### src/rtl/dmem_bridge_pkg.sv
// Shared definitions for the data-memory to SRAM-bus bridge.
//   - FSM state encodings (IDLE / REQ / WAIT / DONE)
//   - bus transfer size codes (byte / half / word)
//   - kseg0/kseg1 segment detect used by the optional address map
package dmem_bridge_pkg;

  // FSM states, kept as plain constants for legacy tool compatibility.
  localparam logic [1:0] StIdle = 2'd0;
  localparam logic [1:0] StReq  = 2'd1;
  localparam logic [1:0] StWait = 2'd2;
  localparam logic [1:0] StDone = 2'd3;

  // Bus data_size encodings.
  localparam logic [1:0] SIZE_BYTE = 2'd0;
  localparam logic [1:0] SIZE_HALF = 2'd1;
  localparam logic [1:0] SIZE_WORD = 2'd2;

  // Latched request presented on the bus while a transaction is open.
  typedef struct packed {
    logic        wr;
    logic [1:0]  size;
  } req_ctl_t;

  // True for the unmapped kernel segments 100 (kseg0) and 101 (kseg1).
  function automatic logic is_kseg(input logic [2:0] seg);
    return (seg == 3'b100) || (seg == 3'b101);
  endfunction

endpackage

### src/rtl/dmem_size_enc.sv
// Combinational decode of the memory-stage byte enables into bus request fields.
// Ports:
//   mem_wen_i  - byte write enables, 0000 = read
//   mem_addr_i - byte address from the memory stage
//   wr_o       - 1 for a write
//   size_o     - bus transfer size (byte / half / word)
//   addr_o     - address with low bits set to the lowest enabled lane (00 for reads)
module dmem_size_enc #(
  parameter int unsigned ADDR_W = 32
) (
  input  logic [3:0]        mem_wen_i,
  input  logic [ADDR_W-1:0] mem_addr_i,
  output logic              wr_o,
  output logic [1:0]        size_o,
  output logic [ADDR_W-1:0] addr_o
);
  import dmem_bridge_pkg::*;

  logic [1:0] offset;

  // Incoming low address bits are replaced by the lane offset derived from the enables.
  logic unused_addr_lsb;
  assign unused_addr_lsb = ^mem_addr_i[1:0];

  always_comb begin
    size_o = SIZE_WORD;
    unique case (mem_wen_i)
      4'b0001, 4'b0010, 4'b0100, 4'b1000: size_o = SIZE_BYTE;
      4'b0011, 4'b1100:                   size_o = SIZE_HALF;
      default:                            size_o = SIZE_WORD;
    endcase
  end

  // Lowest enabled lane; irregular patterns still go out as a word from that lane.
  always_comb begin
    offset = 2'd0;
    if (mem_wen_i[0]) begin
      offset = 2'd0;
    end else if (mem_wen_i[1]) begin
      offset = 2'd1;
    end else if (mem_wen_i[2]) begin
      offset = 2'd2;
    end else if (mem_wen_i[3]) begin
      offset = 2'd3;
    end
  end

  assign wr_o   = |mem_wen_i;
  assign addr_o = {mem_addr_i[ADDR_W-1:2], offset};

endmodule

### src/rtl/dmem_sram_bridge.sv
// Bridge from the single-cycle memory-stage data port to an SRAM-like split-transaction bus
// (req / addr_ok / data_ok). Stalls the memory stage until the access completes and holds the
// read data while the pipeline is frozen by other sources, so an access is never reissued.
// Optional: define DMEM_ADDR_MAP_EN to fold kseg0/kseg1 addresses (bits [31:29] = 100/101)
// down to physical by clearing bits [31:29].
// Ports:
//   clk_i, rst_i                      - clock, synchronous active-high reset
//   mem_en_i, mem_wen_i, mem_addr_i,
//   mem_wdata_i                       - memory-stage request
//   other_stall_i                     - pipeline frozen by another source
//   mem_rdata_o, mem_stall_o          - read data and stall back to the memory stage
//   data_req_o, data_wr_o, data_size_o,
//   data_addr_o, data_wdata_o         - bus request
//   data_addr_ok_i, data_data_ok_i,
//   data_rdata_i                      - bus responses
// DATA_W must be 32.
module dmem_sram_bridge #(
  parameter int unsigned ADDR_W = 32,
  parameter int unsigned DATA_W = 32
) (
  input  logic              clk_i,
  input  logic              rst_i,
  input  logic              mem_en_i,
  input  logic [3:0]        mem_wen_i,
  input  logic [ADDR_W-1:0] mem_addr_i,
  input  logic [DATA_W-1:0] mem_wdata_i,
  input  logic              other_stall_i,
  output logic [DATA_W-1:0] mem_rdata_o,
  output logic              mem_stall_o,
  output logic              data_req_o,
  output logic              data_wr_o,
  output logic [1:0]        data_size_o,
  output logic [ADDR_W-1:0] data_addr_o,
  output logic [DATA_W-1:0] data_wdata_o,
  input  logic              data_addr_ok_i,
  input  logic              data_data_ok_i,
  input  logic [DATA_W-1:0] data_rdata_i
);
  import dmem_bridge_pkg::*;

  logic [1:0]        state_q, state_d;
  req_ctl_t          ctl_q, ctl_d;
  logic [ADDR_W-1:0] addr_q, addr_d;
  logic [DATA_W-1:0] wdata_q, wdata_d;
  logic [DATA_W-1:0] rdata_q, rdata_d;

  logic              enc_wr;
  logic [1:0]        enc_size;
  logic [ADDR_W-1:0] enc_addr;
  logic [ADDR_W-1:0] map_addr;

  dmem_size_enc #(
    .ADDR_W(ADDR_W)
  ) u_size_enc (
    .mem_wen_i (mem_wen_i),
    .mem_addr_i(mem_addr_i),
    .wr_o      (enc_wr),
    .size_o    (enc_size),
    .addr_o    (enc_addr)
  );

`ifdef DMEM_ADDR_MAP_EN
  always_comb begin
    map_addr = enc_addr;
    if (is_kseg(enc_addr[ADDR_W-1 -: 3])) begin
      map_addr[ADDR_W-1 -: 3] = 3'b000;
    end
  end
`else
  assign map_addr = enc_addr;
`endif

  always_comb begin
    state_d = state_q;
    ctl_d   = ctl_q;
    addr_d  = addr_q;
    wdata_d = wdata_q;
    rdata_d = rdata_q;
    unique case (state_q)
      StIdle: begin
        if (mem_en_i) begin
          ctl_d.wr   = enc_wr;
          ctl_d.size = enc_size;
          addr_d     = map_addr;
          wdata_d    = mem_wdata_i;
          state_d    = StReq;
        end
      end
      StReq: begin
        if (data_addr_ok_i) begin
          // data_ok only counts here when it rides on the accepting cycle.
          if (data_data_ok_i) begin
            if (!ctl_q.wr) begin
              rdata_d = data_rdata_i;
            end
            state_d = StDone;
          end else begin
            state_d = StWait;
          end
        end
      end
      StWait: begin
        if (data_data_ok_i) begin
          if (!ctl_q.wr) begin
            rdata_d = data_rdata_i;
          end
          state_d = StDone;
        end
      end
      StDone: begin
        // A still-high mem_en here is the same instruction; only leave once the pipe advances.
        if (!other_stall_i) begin
          state_d = StIdle;
        end
      end
      default: state_d = StIdle;
    endcase
  end

  always_ff @(posedge clk_i) begin
    if (rst_i) begin
      state_q <= StIdle;
      ctl_q   <= '0;
      addr_q  <= '0;
      wdata_q <= '0;
      rdata_q <= '0;
    end else begin
      state_q <= state_d;
      ctl_q   <= ctl_d;
      addr_q  <= addr_d;
      wdata_q <= wdata_d;
      rdata_q <= rdata_d;
    end
  end

  assign data_req_o   = (state_q == StReq);
  assign data_wr_o    = ctl_q.wr;
  assign data_size_o  = ctl_q.size;
  assign data_addr_o  = addr_q;
  assign data_wdata_o = wdata_q;
  assign mem_rdata_o  = rdata_q;

  // Stall rises combinationally in the detect cycle so the pipe never advances past the access.
  assign mem_stall_o = !rst_i && (((state_q == StIdle) && mem_en_i) ||
                                  (state_q == StReq) || (state_q == StWait));

endmodule

### config.mk
export PLATFORM = sky130hd
export DESIGN_NAME = dmem_sram_bridge
export DESIGN_NICKNAME = d
export VERILOG_FILES = /design/src/rtl/dmem_bridge_pkg.sv /design/src/rtl/dmem_size_enc.sv /design/src/rtl/dmem_sram_bridge.sv
export SDC_FILE = /design/constraint.sdc
export NUM_CORES = 1
export LEC_CHECK = 0
export ABC_CLOCK_PERIOD_IN_PS = 2430
export CORE_MARGIN = 5
export CORE_UTILIZATION = 30
export DETAILED_ROUTE_END_ITERATION = 10
export DONT_BUFFER_PORTS = 1
export PLACE_DENSITY = 0.52
export SLEW_MARGIN = 30
export SYNTH_ARGS = -nofsm -noshare
export SYNTH_HDL_FRONTEND = slang
export SYNTH_SLANG_ARGS = --single-unit
### constraint.sdc
create_clock -name clk_i -period 2.43 [get_ports clk_i]
set_clock_uncertainty 0.2 [all_clocks]
set_input_delay 0.1215 -clock clk_i [delete_from_list [all_inputs] [get_ports clk_i]]
set_output_delay 0.1215 -clock clk_i [all_outputs]
set_load 0.02 [all_outputs]
==> results.py, run 1 <==
metrics = {
    "status": {
        "outcome": "finished with violations",
        "violations": "negative hold slack",
    },
    "placement": {
        "dp_slack_ns": 0.407,
        "portBuffers": 0,
        "gp_congestion": 0.727,
        "hpwl_mm": 6.80,
    },
    "critical_path": {
        "rr_startpoint": "state_q[1]",
        "crit_required_ns": 2.47,
        "crit_arrival_ns": 2.33,
        "regToRegSetupSlack_ns": 0.14,
        "r2r-end": "state_q[1]",
        "critical_path_class": "flop to flop",
        "ff2ff_path_depth": 7,
        "cp-end-kind": "flop",
        "cp_max_fo": 5,
        "critPathLaunchType": "flop",
    },
    "timing": {
        "whs_ns": -0.0197,
        "grt_setup_unrepaired": "false",
        "fin_crit_ns": 2.29,
        "fin_crit_sh_pct": 94.3,
        "tightest_slew_ns": 0.415,
        "fmax_mhz": 436,
        "drv_slew": 0,
        "setup_violations": 0,
        "hold_viol": 8,
        "worst_slack_ns": 0.139,
        "max_slew_margin_pct": 72.4,
        "finalSetupTns_ns": 0,
    },
    "finish": {
        "nNetsFinal": 677,
        "diodes": 0,
        "area_growth_pct": 46.5,
        "layout_common_cells": "191 x nand2_1, 115 x dlygate4sd3_1, 101 x dfxtp_1",
        "drive_gt1_share_pct": 5.60,
        "layout.cells.most_common": "nand2_1",
    },
    "logic_synthesis": {
        "synth_xor_area_share_pct": 0,
        "syn_area_per_cell_um2": 7.90,
        "synth_compound_area_share_pct": 14.9,
        "synth_area_mm2": 0.00364,
        "synthSimpleGateAreaFrac_pct": 23.2,
        "synth_cells": 461,
        "yosysUniqueCellTypes": 26,
        "synth_top_family_by_area": "simple AND/OR/NAND/NOR gates",
        "synth_mux_area_share_pct": 0.275,
        "ys_seq_elements": 101,
        "synthAdderAreaFrac_pct": 1.72,
        "yosys_warnings": 0,
        "seq_area_frac_synth_pct": 55.6,
        "synth_nets": 572,
    },
    "route": {
        "drtAntennaViolNets": 0,
        "vias": 3479,
        "drt_wl_total_mm": 11.9,
        "drcViolationCount": 0,
        "dr.pass1.iters": 4,
        "viasPerCell": 4.85,
        "wl_per_cell_um": 16.6,
        "drtIter0Drc": 195,
    },
    "die": {
        "num_rows": 40,
        "core_mm2": 0.0120,
        "start_util_pct": 30.4,
        "dieArea_mm2": 0.0144,
        "die_w_um": 120,
        "ios": 207,
        "die_y_um": 120,
    },
    "pwr": {
        "leakagePower_nw": 2.03,
        "ir_worst_vdd_mv": 0.353,
        "powerDensity_mw_per_mm2": 1030,
    },
    "run": {
        "drv_cap": 0,
    },
    "global_routing": {
        "grt_pass1_vias": 3576,
        "antenna_found_initial": 0,
        "use_met2_pct": 27.4,
        "gr-usage-met1_pct": 17.2,
        "grt_pass1_wl_mm": 18.3,
        "busiest_layer": "met2",
        "grt_usage_pct": 16.1,
        "grt_use_met3_pct": 7.49,
        "grt_max_degree": 103,
        "grt.overflow.total": 0,
    },
    "clock_network": {
        "cts_tree": "done",
        "cts.sinks": 101,
        "clock_latency_ns": 0.35,
        "cts_max_path_buffers": 2,
        "clkTransAtPathRegs_ns": 0.07,
        "cts-root-buf": "clkbuf_16",
        "htreeDepth": 3,
        "cts_made_buffers": 9,
    },
    "worst_hold_path": {
        "holdPathEnd": "data_wdata_o[28]",
        "whs_path_depth": 3,
        "hp-start": "mem_en_i",
        "min_path_type": "input port to flop",
    },
}
[sequential cells by signal (all words and copies together), names as in the netlist]
name	cells
data_wr_o	1
mem_rdata_o	32
data_addr_o	32
data_wdata_o	32
data_size_o	2
state_q	2
[repair_timing]
item / CTS / global route
hold buffers: 116 / 0
endpoints found under the setup margin: 0 / 11
endpoints found under the hold margin: 101 / 0
gates resized for setup: 0 / 4
buffers inserted: 0 / 2
[synth_stat cells]
cell type	instances	area, µm²
a21oi_1	100	500
nor2_2	1	6.26
or4_4	1	11.3
nor2_1	8	30.0
or3_1	1	6.26
o31a_1	1	8.76
dfxtp_1	101	2020
and4b_1	1	10.0
and2_1	1	6.26
mux2i_1	1	10.0
buf_2	13	65.1
nand2_1	192	721
buf_4	3	22.5
nand4b_1	1	8.76
o31ai_1	1	7.51
a21oi_2	1	8.76
nand2b_1	3	18.8
nor3_1	3	15.0
o22ai_1	1	6.26
clkbuf_1	12	45.0
nor4_1	1	6.26
nand4_1	1	6.26
inv_1	3	11.3
buf_1	4	15.0
a311oi_1	1	8.76
ha_1	5	62.6
[routing by layer]
metal	vias to the layer above	routed length, µm
li1	1709	-
met1	1585	4470
met2	160	5840
met5	-	0
met3	25	1370
met4	0	260
[worst max-delay path: stages (launching register included)]
cell,delay (ns)
dfxtp_1,0.35
inv_1,0.11
ha_1,0.39
nand2b_1,0.15
nand4_1,0.15
mux2i_1,0.21
nor2_1,0.06
dlygate4sd3_1,0.57
[cells by family after synthesis]
kind of cell,after synthesis
and+or+nand+nor,214
AOI/OAI and AO/OA,105
DFF,101
buffers and inverters,35
adders and majority gates,5
muxes,1
[power breakdown]
group | total [mW] | leakage [nW] | internal [mW] | switching [mW]
sequential | 2.54 | 0.826 | 1.96 | 0.582
clock | 1.56 | 0.163 | 0.955 | 0.604
combinational | 1.40 | 1.04 | 0.604 | 0.797
[how the worst max path moves through the flow]
stage	to	slack, ns	start	cells past startpoint
detailed placement	mem_rdata_o[18]	0.41	state_q[1]	7
global route	data_addr_o[1]	0.009	state_q[0]	7
CTS	data_wdata_o[29]	0.02	state_q[0]	7
floorplan	mem_rdata_o[26]	0.67	state_q[1]	8
finish	state_q[1]	0.14	state_q[1]	7
global placement	mem_rdata_o[9]	0.48	state_q[1]	7
[stage by stage]
stage | cell area [µm²] | std cells | utilization (%) | hold WS (ns) | total power [mW]
after floorplan | 3640 | 461 | - | 0.0575 | 3.36
after global placement | 3760 | 582 | 31.5 | -0.000547 | 3.60
after detailed placement | 3760 | 582 | 31.5 | 0.00181 | 3.65
after CTS | 5270 | 714 | 44.0 | 0.0327 | 5.45
after global routing | 5330 | 718 | 44.6 | 0.00931 | 5.86
final | 5330 | 718 | 44.6 | -0.0197 | 5.50
[cell type report]
type | count | area, µm²
timing repair buffer | 125 | 1310
multi-input combinational | 326 | 1480
sequential | 101 | 2020
inverter | 3 | 11.3
tap | 147 | 184
clock inverter | 4 | 70.1
clock buffer | 12 | 256
fill | 1133 | 6630
(Power assumes the default switching activity.)
==> run 2: changes to the inputs <==
BUFFER_PORTS_ARGS = -buffer_cell sky130_fd_sc_hd__buf_2   (was default)
DONT_BUFFER_PORTS = default   (was 1)
PLACE_DENSITY = 0.66   (was 0.52)
==> run 2 against run 1 <==
Core utilization grew 5.9 points. Sequential power is 17% lower. The run now ends clean. Largest cell class is now non-clock buffers. Routed wire length down 0.28%. Non-clock buffer count grew 183. Flip-flop and latch count unchanged. Die area stayed put. Critical path depth fell by 2.
==> results.py, run 2 (synthesis results as in run 1) <==
metrics = {
    "global_routing": {
        "grt_max_degree": 54,
        "grt_usage_pct": 16.2,
        "grt.overflow.total": 0,
        "grt_pass1_wl_mm": 18.9,
        "antenna_found_initial": 0,
        "grt_pass1_vias": 4128,
    },
    "status": {
        "outcome": "finished, final reports clean",
    },
    "die": {
        "die_w_um": 120,
        "num_rows": 40,
        "ios": 207,
        "core_mm2": 0.0120,
        "start_util_pct": 30.4,
        "die_y_um": 120,
        "dieArea_mm2": 0.0144,
    },
    "timing": {
        "tightest_slew_ns": 0.558,
        "fmax_mhz": 472,
        "setup_violations": 0,
        "finalSetupTns_ns": 0,
        "grt_setup_unrepaired": "false",
        "max_slew_margin_pct": 62.8,
        "drv_slew": 0,
        "fin_crit_sh_pct": 87.2,
        "fin_crit_ns": 2.12,
        "hold_viol": 0,
    },
    "placement": {
        "portBuffers": 204,
        "hpwl_mm": 7.54,
        "gp_congestion": 0.769,
    },
    "clock_network": {
        "cts_resized": 0,
        "cts-root-buf": "clkbuf_16",
        "cts_max_path_buffers": 2,
        "post_cts_buffers": 0,
        "cts_tree": "done",
        "cts_made_buffers": 9,
        "clock_latency_ns": 0.34,
        "clkTransAtPathRegs_ns": 0.06,
        "htreeDepth": 3,
        "cts.sinks": 101,
    },
    "route": {
        "viasPerCell": 4.58,
        "drt_wl_total_mm": 11.9,
        "vias": 4128,
        "drtAntennaViolNets": 0,
        "drcViolationCount": 0,
        "dr.pass1.iters": 4,
        "drtIter0Drc": 194,
        "wl_per_cell_um": 13.2,
    },
    "critical_path": {
        "critPathTopFamily": "simple AND/OR/NAND/NOR gates",
        "cp-end-kind": "output pin",
        "regToRegSetupSlack_ns": 0.50,
        "crit_required_ns": 2.11,
        "r2r-end": "data_addr_o[21]",
        "max_stage_delay_ns": 0.42,
        "worstPathCellList": "inv_1, ha_1, nand2_2, a21oi_1, buf_2",
        "rr_startpoint": "state_q[0]",
        "crit_arrival_ns": 1.80,
        "cp_num_buf_inv": 2,
        "slowest_stage": "nand2_2",
        "critPathLaunchType": "flop",
        "critical_path_class": "flop to output pin",
        "cp_max_fo": 25,
        "ff2ff_path_depth": 6,
    },
    "finish": {
        "fin_util_pct": 50.5,
        "area_growth_pct": 65.9,
        "drive_gt1_share_pct": 30.3,
        "layout.cells.most_common": "buf_2",
        "multi_input_area_mm2": 0.00146,
        "register_area_mm2": 0.00202,
        "fillers": 1094,
        "layout_common_cells": "203 x buf_2, 191 x nand2_1, 101 x dfxtp_1",
        "nNetsFinal": 859,
    },
    "pwr": {
        "powerDensity_mw_per_mm2": 892,
        "finalPower_mw": 5.39,
        "ir_worst_vdd_mv": 0.409,
        "leakagePower_nw": 2.79,
    },
    "worst_hold_path": {
        "min_path_type": "input port to flop",
        "hp-start": "mem_wen_i[3]",
        "whs_path_depth": 4,
        "holdPathEnd": "data_addr_o[0]",
    },
    "run": {
        "drv_cap": 0,
    },
}
run 2: per-stage QoR:
| stage | hold slack [ns] | std cells | instance area, µm² | setup slack (ns) |
|---|---|---|---|---|
| 6_report | 0.0389 | 901 | 6040 | 0.311 |
| 5_1_grt | 0.0543 | 900 | 6040 | 0.177 |
| 4_1_cts | 0.0172 | 900 | 6040 | 0.278 |
| 3_5_place_dp | 0.169 | 787 | 4790 | 0.508 |
| 3_3_place_gp | 0.162 | 787 | 4790 | 0.565 |
| 2_1_floorplan | 0.0575 | 461 | 3640 | 0.670 |
run 2: routing by layer:
layer,up-vias,GRT usage [%],share of wire (%)
li1,2065,-,-
met1,1860,17.0,38
met2,159,28.5,50
met3,44,4.57,7.1
met4,0,9.81,4.3
met5,-,0,0
run 2: power by group:
| part | internal, mW | switching (mW) |
|---|---|---|
| Clock | 0.750 | 0.564 |
| Sequential | 1.96 | 0.154 |
| Combinational | 0.718 | 1.24 |
| Total | 3.43 | 1.96 |
run 2: final cells by class:
type | instances | area share [%]
repair buffers | 308 | 34.5
flip-flops and latches | 101 | 33.5
multi-input cells | 325 | 24.2
clock buffers | 15 | 4.43
well taps | 147 | 3.05
inverters | 3 | 0.186
clock inverters | 1 | 0.0829
diodes | 1 | 0.0414
run 2: worst max path at each step:
stage               start  slack (ns)  cells past startpoint         endpoint
6_report       state_q[0]        0.31                      5      mem_stall_o
5_1_grt        state_q[1]        0.18                      5      mem_stall_o
4_1_cts        state_q[1]        0.28                      5      mem_stall_o
3_5_place_dp   state_q[1]        0.51                      7   data_addr_o[0]
3_3_place_gp   state_q[0]        0.56                      7   data_addr_o[0]
2_1_floorplan  state_q[1]        0.67                      8  mem_rdata_o[26]
run 2: repair_timing:
item | in CTS | in global routing
setup endpoints to repair | 0 | 0
endpoints found under the hold margin | 97 | 0
hold buffers | 97 | 0
run 2: worst min-delay path: stages:
cell	delay, ns
buf_2	0.13
a21oi_1	0.13
o31a_1	0.12
nor2_1	0.03
